===== src/rtl/alu_seq_ctrl.sv =====
// Wide ALU sequencer: runs an NWORDS x 4-bit operation through one shared
// alu_4bit slice, least-significant nibble first, chaining carry between cycles.
module alu_seq_ctrl #(
  parameter int NWORDS = 4,
  parameter int IDXW   = 4,
  localparam int W     = 4 * NWORDS
) (
  input  logic         clk,
  input  logic         rst_n,
  input  logic         in_valid,
  output logic         in_ready,
  input  logic [W-1:0] in_a,
  input  logic [W-1:0] in_b,
  input  logic [1:0]   in_op,
  input  logic         in_cin,
  output logic         out_valid,
  input  logic         out_ready,
  output logic [W-1:0] out_z,
  output logic         out_cout,
  output logic         out_zero,
  output logic [3:0]   alu_a,
  output logic [3:0]   alu_b,
  output logic         alu_cin,
  output logic [1:0]   alu_sop,
  input  logic [3:0]   alu_z,
  input  logic         alu_cout
);

  typedef enum logic [1:0] {IDLE, RUN, DONE} state_t;

  state_t          state_q, state_d;
  logic [W-1:0]    a_q, a_d, b_q, b_d, z_q, z_d;
  logic [1:0]      op_q, op_d;
  logic            carry_q, carry_d;
  logic            cout_q, cout_d;
  logic            zero_q, zero_d;
  logic [IDXW-1:0] idx_q, idx_d;
  logic [IDXW+1:0] base;

  // Bit offset of the nibble currently on the slice.
  assign base = {idx_q, 2'b00};

  always_comb begin
    state_d = state_q;
    a_d     = a_q;
    b_d     = b_q;
    z_d     = z_q;
    op_d    = op_q;
    carry_d = carry_q;
    cout_d  = cout_q;
    zero_d  = zero_q;
    idx_d   = idx_q;
    alu_a   = 4'h0;
    alu_b   = 4'h0;
    alu_cin = 1'b0;
    alu_sop = 2'b00;
    case (state_q)
      IDLE: begin
        if (in_valid) begin
          a_d     = in_a;
          b_d     = in_b;
          op_d    = in_op;
          carry_d = in_op[1] & in_cin;
          idx_d   = '0;
          state_d = RUN;
        end
      end
      RUN: begin
        alu_a   = 4'(a_q >> base);
        alu_b   = 4'(b_q >> base);
        alu_sop = op_q;
        alu_cin = op_q[1] & carry_q;
        z_d     = (z_q & ~(W'(4'hF) << base)) | (W'(alu_z) << base);
        carry_d = alu_cout;
        if (idx_q == IDXW'(NWORDS - 1)) begin
          cout_d  = op_q[1] & alu_cout;
          zero_d  = (z_d == '0);
          state_d = DONE;
        end else begin
          idx_d = idx_q + IDXW'(1);
        end
      end
      DONE: begin
        if (out_ready) state_d = IDLE;
      end
      default: state_d = IDLE;
    endcase
  end

  always_ff @(posedge clk) begin
    if (!rst_n) begin
      state_q <= IDLE;
      a_q     <= '0;
      b_q     <= '0;
      z_q     <= '0;
      op_q    <= 2'b00;
      carry_q <= 1'b0;
      cout_q  <= 1'b0;
      zero_q  <= 1'b0;
      idx_q   <= '0;
    end else begin
      state_q <= state_d;
      a_q     <= a_d;
      b_q     <= b_d;
      z_q     <= z_d;
      op_q    <= op_d;
      carry_q <= carry_d;
      cout_q  <= cout_d;
      zero_q  <= zero_d;
      idx_q   <= idx_d;
    end
  end

  assign in_ready  = (state_q == IDLE);
  assign out_valid = (state_q == DONE);
  assign out_z     = z_q;
  assign out_cout  = cout_q;
  assign out_zero  = zero_q;

endmodule


===== config.mk =====
export PLATFORM = sky130hd
export DESIGN_NAME = alu_seq_ctrl
export DESIGN_NICKNAME = d
export VERILOG_FILES = /design/src/rtl/alu_seq_ctrl.sv
export SDC_FILE = /design/constraint.sdc
export NUM_CORES = 1
export LEC_CHECK = 0
export CORE_UTILIZATION = 50
export CTS_BUF_LIST = sky130_fd_sc_hd__clkbuf_2 sky130_fd_sc_hd__clkbuf_4 sky130_fd_sc_hd__clkbuf_8
export CTS_CLUSTER_DIAMETER = 80
export CTS_CLUSTER_SIZE = 40
export DETAILED_ROUTE_END_ITERATION = 12
export PLACE_DENSITY = 0.84
export SYNTH_ARGS = -nofsm -noshare
export SYNTH_HDL_FRONTEND = slang
export SYNTH_SLANG_ARGS = --single-unit

===== constraint.sdc =====
create_clock -name clk -period 2.7 [get_ports clk]
set_input_delay 0.27 -clock clk [delete_from_list [all_inputs] [get_ports clk]]
set_output_delay 0.27 -clock clk [all_outputs]
set_load 0.02 [all_outputs]

==> key figures, run 1 <==
Synthesis
  • Post-synthesis cell count: 302
  • Post-Syn Nets: between 300 and 400
  • Synth top area share: around 43%
  • Post-synthesis cell type count: 41
  • Synth warn: 0
  • Area contributors post-synth: dfxtp_1 (43%), nand2_1 (12%), a21boi_1 (11%)
  • Synthesis-stage register bit count: just under 60
  • Post-synthesis sequential area ratio: approximately 43%
  • Synthesized cell area: 2719 µm²
  • Syn avg cell area: 9.003 µm²
  • Synth area leader: dfxtp_1

Timing
  • Max_slew headroom: a little over half
  • Setup_tns: 0 ns
  • Hold Violations, Final: 0
  • Max-slew violations: 0
  • Tcrit/Tclk final: about nine tenths
  • Min Hold Slack: approximately 0.45 ns
  • Measured slew at the worst slew-check pin: 0.6929 ns
  • Skew final: between 0.006 and 0.007 ns
  • RSZ-0062 raised after global routing: false
  • Post-layout min period: around 2.4 ns
  • Finish-stage setup viols: 0
  • Fmax: slightly above 400 MHz

Floorplan
  • Die Area: around 5700 µm²
  • Initial core utilization: between 50% and 60%
  • Row count: 26
  • Die Ht: ~76 µm
  • IO Pins: 75
  • Core Region: roughly 5200 µm²
  • Chip Width: about 76 µm

CTS
  • CTS Sinks: 59
  • Clock latency on the worst-skew pair: ~0.34 ns
  • # H-tree levels: 3
  • CTS Hold Bufs: 0
  • Setup Buffers After CTS: 0
  • Clk buf depth: 2
  • Post_cts resized: 0
  • CTS buffer count: 9
  • CTS tree: built
  • Clock Tree Root: clkbuf_8
  • Reg clk slew, reported paths: 0.06 ns

Route
  • DR WL/cell: 14.09 µm
  • Iteration-0 DRC Markers: between 90 and 100
  • DRC violations left: 0
  • DR pass1 iterations: 4
  • Final ANT Viol Nets: 0
  • Via count: between 2000 and 2500
  • Vias per inst: 5.299
  • Post-Route WL: approximately 6.4 mm

Layout
  • # diodes: 0
  • Design area: ~3700 µm²
  • Layout cells sized above 1: between 10% and 20%
  • Layout area overhead: 37.41%
  • Commonest non-fill, non-tap cell in the layout: nand2_1
  • Most frequent cells in the layout: nand2_1 (85), clkdlybuf4s50_1 (74), dfxtp_1 (59), a21boi_1 (39), nor2b_1 (17)
  • Nets: 425
  • Fillers: roughly 400

Pwr
  • Peak VDD IR: 0.3255 mV
  • Pwr dens: roughly 540 nW/µm²
  • Leak Pwr: 0.001483 µW
  • Total Power: between 2000 and 2500 µW

Critical path
  • R2R Path Start: state_q[0]
  • CP Max Fanout: 13
  • Crit end category: primary output
  • CP required: 2.43 ns
  • FF-to-FF path depth: 6
  • Slowest stage delay, CP: about 0.54 ns
  • Worst Path Class, Setup: reg2out
  • Worst-path cell chain: buf_4, mux4_2, and3_1, clkdlybuf4s50_1
  • Worst R2R Setup Slack: 0.98 ns
  • Critical-path top delay cell: clkdlybuf4s50_1
  • Worst path arrival time: 2.16 ns
  • RR Endpoint: out_z[1]
  • Startpoint Class: flop

Placed design
  • Gpl congestion: roughly 0.76
  • Hpwl dp: between 4 and 5 mm
  • DP Area: 3537 µm²
  • I/O Buffers: between 70 and 80

Min path
  • Worst hold start: a_q[5]
  • Hold WC Path Type: reg2reg
  • Hold worst-path end: a_q[5]
  • Worst Hold Depth: 2

GRT
  • Initial antenna violation count: 0
  • Grt total ovfl: 0
  • Gr usage total: 24.97%
  • Number of global-route vias before repair: roughly 2300
  • Pin count of the biggest net entering global routing: 36
  • First-pass GRT wire length: 10.56 mm

Run status
  • Status: completed

Flow run
  • Max cap viols: 0
## cells in the mapped netlist (all sizes together)
library cell,count
nand2,85
dfxtp,59
a21boi,39
nor2b,17
mux2i,13
clkbuf,11
and3,10
buf,8
mux4,8
nor2,8
o21ai,7
a21oi,5
nand3,5
and2,4
nor4,4
nand2b,2
nor3,2
nor4b,2
or4,2
a21o,1
and2b,1
ha,1
nand4,1
nand4b,1
o211a,1
o21a,1
o31ai,1
o32ai,1
o41ai,1
xor2,1
## per-stage QoR
step	setup WS, ns	util, %	instances
2_1_floorplan	1.053	-	302
3_5_place_dp	0.6190	68.38	439
4_1_cts	0.2424	72.23	455
5_1_grt	0.1786	72.23	455
6_report	0.2697	72.23	455
3_3_place_gp	0.6715	68.38	439
## cell type report
cell class / instances / area (µm²) / area share [%]
Clock buffer: 15 / 193.9 / 5.191
Multi-Input combinational cell: 224 / 1438 / 38.48
Tap cell: 70 / 87.58 / 2.344
Sequential cell: 59 / 1181 / 31.61
Timing Repair Buffer: 86 / 830.8 / 22.24
Clock inverter: 1 / 5.005 / 0.1340
## worst max-delay path, delay by kind of cell, from the launching register on
family / cells / cell delay [ns]
flip-flops: 1 / 0.33
buffers and inverters: 2 / 0.77
multiplexers: 1 / 0.52
AND/OR/NAND/NOR: 1 / 0.19
## sequential cells by signal (all words and copies together) (netlist names)
| signal | flops |
|---|---|
| a_q | 16 |
| b_q | 16 |
| carry_q | 1 |
| idx_q | 4 |
| op_q | 2 |
| out_cout | 1 |
| out_z | 16 |
| out_zero | 1 |
| state_q | 2 |
## cells by family after synthesis
family          count (synthesis)  synth area share, %
mux                            21                11.41
flops                          59                43.44
compound gates                 57                15.37
buf+inv                        19                3.681
fa+ha+maj                       1               0.4601
simple gates                  144                25.31
xor+xnor                        1               0.3222
## power breakdown
group / internal [µW] / total (µW) / switching (µW)
Clock: 453 / 772 / 319
Sequential: 912 / 936 / 23.7
Combinational: 161 / 301 / 141
Total: 1530 / 2010 / 484
## worst max-delay path by stage
| stage | start | endpoint | depth (start not counted) |
|---|---|---|---|
| final | idx_q[0] | alu_a[0] | 4 |
| after global routing | idx_q[0] | alu_a[2] | 4 |
| after CTS | idx_q[0] | alu_a[1] | 4 |
| after detailed placement | idx_q[0] | alu_a[1] | 4 |
| after global placement | idx_q[0] | alu_a[1] | 4 |
| after floorplan | idx_q[0] | alu_a[2] | 4 |
## layer usage
| layer | wire [µm] | vias to the layer above | GRT usage (%) |
|---|---|---|---|
| li1 | - | 1192 | - |
| met2 | 3099 | 80 | 41.20 |
| met1 | 2835 | 1129 | 30.58 |
| met3 | 352 | 10 | 5.688 |
| met5 | 0 | - | 0 |
| met4 | 123 | 0 | 12.55 |
Power figures use the tool's default switching activity.
==> run 2, diff against run 1 <==
--- a/config.mk
+++ b/config.mk
@@ -5,12 +5,14 @@
 export SDC_FILE = /design/constraint.sdc
 export NUM_CORES = 1
 export LEC_CHECK = 0
+export ABC_AREA = 0
 export CORE_UTILIZATION = 50
 export CTS_BUF_LIST = sky130_fd_sc_hd__clkbuf_2 sky130_fd_sc_hd__clkbuf_4 sky130_fd_sc_hd__clkbuf_8
 export CTS_CLUSTER_DIAMETER = 80
 export CTS_CLUSTER_SIZE = 40
 export DETAILED_ROUTE_END_ITERATION = 12
 export PLACE_DENSITY = 0.84
+export SKIP_LAST_GASP = 1
 export SYNTH_ARGS = -nofsm -noshare
 export SYNTH_HDL_FRONTEND = slang
 export SYNTH_SLANG_ARGS = --single-unit
==> results of run 2 <==
The final DEF is identical to that of run 1; final timing and power are the same.
==> run 3, diff against run 2 <==
--- a/config.mk
+++ b/config.mk
@@ -6,12 +6,14 @@
 export NUM_CORES = 1
 export LEC_CHECK = 0
 export ABC_AREA = 0
+export ABC_CLOCK_PERIOD_IN_PS = 2700
 export CORE_UTILIZATION = 50
 export CTS_BUF_LIST = sky130_fd_sc_hd__clkbuf_2 sky130_fd_sc_hd__clkbuf_4 sky130_fd_sc_hd__clkbuf_8
 export CTS_CLUSTER_DIAMETER = 80
 export CTS_CLUSTER_SIZE = 40
 export DETAILED_ROUTE_END_ITERATION = 12
 export PLACE_DENSITY = 0.84
+export SKIP_CTS_REPAIR_TIMING = 1
 export SKIP_LAST_GASP = 1
 export SYNTH_ARGS = -nofsm -noshare
 export SYNTH_HDL_FRONTEND = slang
==> constraint.sdc (replaced) <==
create_clock -name clk -period 2.7 [get_ports clk]
set_input_delay 0.81 -clock clk [delete_from_list [all_inputs] [get_ports clk]]
set_output_delay 0.81 -clock clk [all_outputs]
set_load 0.02 [all_outputs]
==> run 3 against run 2 <==
Against the previous run:
- the run now ends with negative setup slack left
- routed wire length grew 4.1%
- global-route usage grew 0.96 points
- clock skew grew 0.00050 ns
- count of clock-buffer cells in the layout shrank 4
- largest power group unchanged
- power grew 7.1%
==> key figures, run 3 (same netlist as run 1, synthesis figures left out) <==
Critical path
  • CP required: 1.89 ns
  • Critical-path top delay cell: clkdlybuf4s50_1
  • Crit end category: primary output
  • Worst path arrival time: approximately 2.1 ns
  • R2R Path Start: idx_q[1]
  • CP Max Fanout: 4
  • Worst R2R Setup Slack: roughly 1 ns
  • Startpoint Class: flop
  • FF-to-FF path depth: 5
  • Worst-path cell chain: buf_4, mux4_2, and3_1, clkdlybuf4s50_1
  • Worst Path Class, Setup: reg2out
  • RR Endpoint: out_z[5]
  • Slowest stage delay, CP: 0.54 ns

Run status
  • Failing checks: negative setup slack
  • Status: finished, violations left

Floorplan
  • Initial core utilization: around 53%
  • Chip Width: between 70 and 80 µm
  • Core Region: about 5200 µm²
  • Die Area: 5737 µm²
  • Row count: 26
  • Die Ht: 75.74 µm
  • IO Pins: 75

Pwr
  • Sw Share: a little under a quarter
  • Peak VDD IR: about 0.45 mV
  • Pwr dens: about 560 nW/µm²
  • Gate power share: between 10% and 20%
  • Sequential share of power: 43.6%
  • Leak Pwr: 0.001697 µW
  • Int Pwr: roughly 1600 µW
  • Clock power frac: 42.2%
  • NetSw: between 500 and 600 µW

Timing
  • Post-layout min period: 2.911 ns
  • Finish-stage setup viols: 1
  • Hold Violations, Final: 0
  • Min Hold Slack: 0.4535 ns
  • Fmax: 343.6 MHz
  • Skew final: slightly above 0.007 ns
  • Max_slew headroom: between 60% and 70%
  • Max-slew violations: 0
  • Post-route worst setup slack: -0.2107 ns
  • Tcrit/Tclk final: 107.8%
  • RSZ-0062 raised after global routing: true
  • Measured slew at the worst slew-check pin: 0.4450 ns

GRT
  • Pin count of the biggest net entering global routing: 60
  • First-pass GRT wire length: between 10 and 15 mm
  • Number of global-route vias before repair: 2415
  • Gr usage total: about a quarter
  • Grt total ovfl: 0
  • Initial antenna violation count: 0

Layout
  • Fin util: between 70% and 80%
  • Fillers: 393
  • Final non-filler cell total: between 400 and 500
  • Layout area overhead: 40.68%
  • Commonest non-fill, non-tap cell in the layout: nand2_1
  • Layout cells sized above 1: about 13%
  • # diodes: 0
  • Most frequent cells in the layout: nand2_1 (85), clkdlybuf4s50_1 (64), dfxtp_1 (58), a21boi_1 (39), nor2b_1 (17)
  • Nets: about 430

CTS
  • Reg clk slew, reported paths: about 0.070 ns
  • CTS tree: built
  • CTS buffer count: 9
  • CTS Sinks: between 50 and 60
  • Clock Tree Root: clkbuf_8
  • Clock latency on the worst-skew pair: 0.35 ns
  • # H-tree levels: 3
  • Clk buf depth: 2

Route
  • Post-Route WL: 6.673 mm
  • Final ANT Viol Nets: 0
  • Iteration-0 DRC Markers: approximately 110
  • DR WL/cell: about 15 µm
  • DR pass1 iterations: 4
  • Vias per inst: between 5 and 6
  • Via count: 2425
  • DRC violations left: 0

Placed design
  • Hpwl dp: 4.745 mm
  • Placed insts: 442
  • Gpl congestion: 0.8514
  • I/O Buffers: 74

Min path
  • Hold worst-path end: b_q[9]
  • Hold WC Path Type: reg2reg
  • Worst Hold Depth: 2
  • Worst hold start: b_q[9]

Flow run
  • Max cap viols: 0
==> run 3: cell types whose count changed in the layout (fill, tap and decap cells not counted) <==
cell and change:
dlymetal6s2s_1 +10, clkbuf_8 -2, clkdlybuf4s50_1 -10, buf_12 +1, clkbuf_4 -2, clkinv_2 +2, dfxtp_1 -1, bufinv_16 +2
dfxtp_2 +1, buf_4 +2
==> run 3: critical path: cells and delay by family (launching register included) <==
family	cells	cell delay (ns)
mux	1	0.50
buf+inv	2	0.70
simple gates	1	0.21
flops	1	0.34
==> run 3: metrics by stage <==
step                      worst slack [ns]  TNS, ns  cell area [µm²]  power, µW
after floorplan                     0.5134        0             2719       1123
after global placement              0.1761        0             3572       1254
after detailed placement            0.1250        0             3572       1264
after CTS                          -0.2640   -1.965             3799       2164
after global routing               -0.2855  -0.2855             3825       2234
final                              -0.2107  -0.2107             3825       2152
==> run 3: worst max path at each step <==
stage / from / endpoint / slack, ns / cells past startpoint
2_1_floorplan: idx_q[0] / alu_a[2] / 0.51 / 4
3_3_place_gp: idx_q[1] / alu_a[3] / 0.18 / 3
3_5_place_dp: idx_q[1] / alu_a[3] / 0.12 / 3
4_1_cts: idx_q[1] / alu_a[3] / -0.26 / 3
5_1_grt: idx_q[0] / alu_a[3] / -0.29 / 4
6_report: idx_q[0] / alu_a[3] / -0.21 / 4
==> run 3: metal layers <==
metal  global-route usage [%]  part of all wire, %  up-vias
li1                         -                    -     1201
met1                    28.54                   41     1146
met2                    45.43                   52       68
met3                    10.05                  5.7       10
met4                    9.053                  1.2        0
met5                        0                    0        -
==> run 3: final cells by class <==
type,instances,area [µm²],area share [%]
Clock buffer,11,151.4,3.958
Clock inverter,5,75.07,1.963
Multi-Input combinational cell,224,1438,37.59
Sequential cell,59,1182,30.91
Tap cell,70,87.58,2.290
Timing Repair Buffer,89,890.9,23.29
==> run 3: power by group through the flow <==
stage          registers [µW]  logic [µW]  clock network [µW]
3_3_place_gp              954         300                   0
5_1_grt                   942         336                 957
6_report                  938         307                 907
4_1_cts                   937         310                 917
2_1_floorplan             955         168                   0
3_5_place_dp              956         308                   0
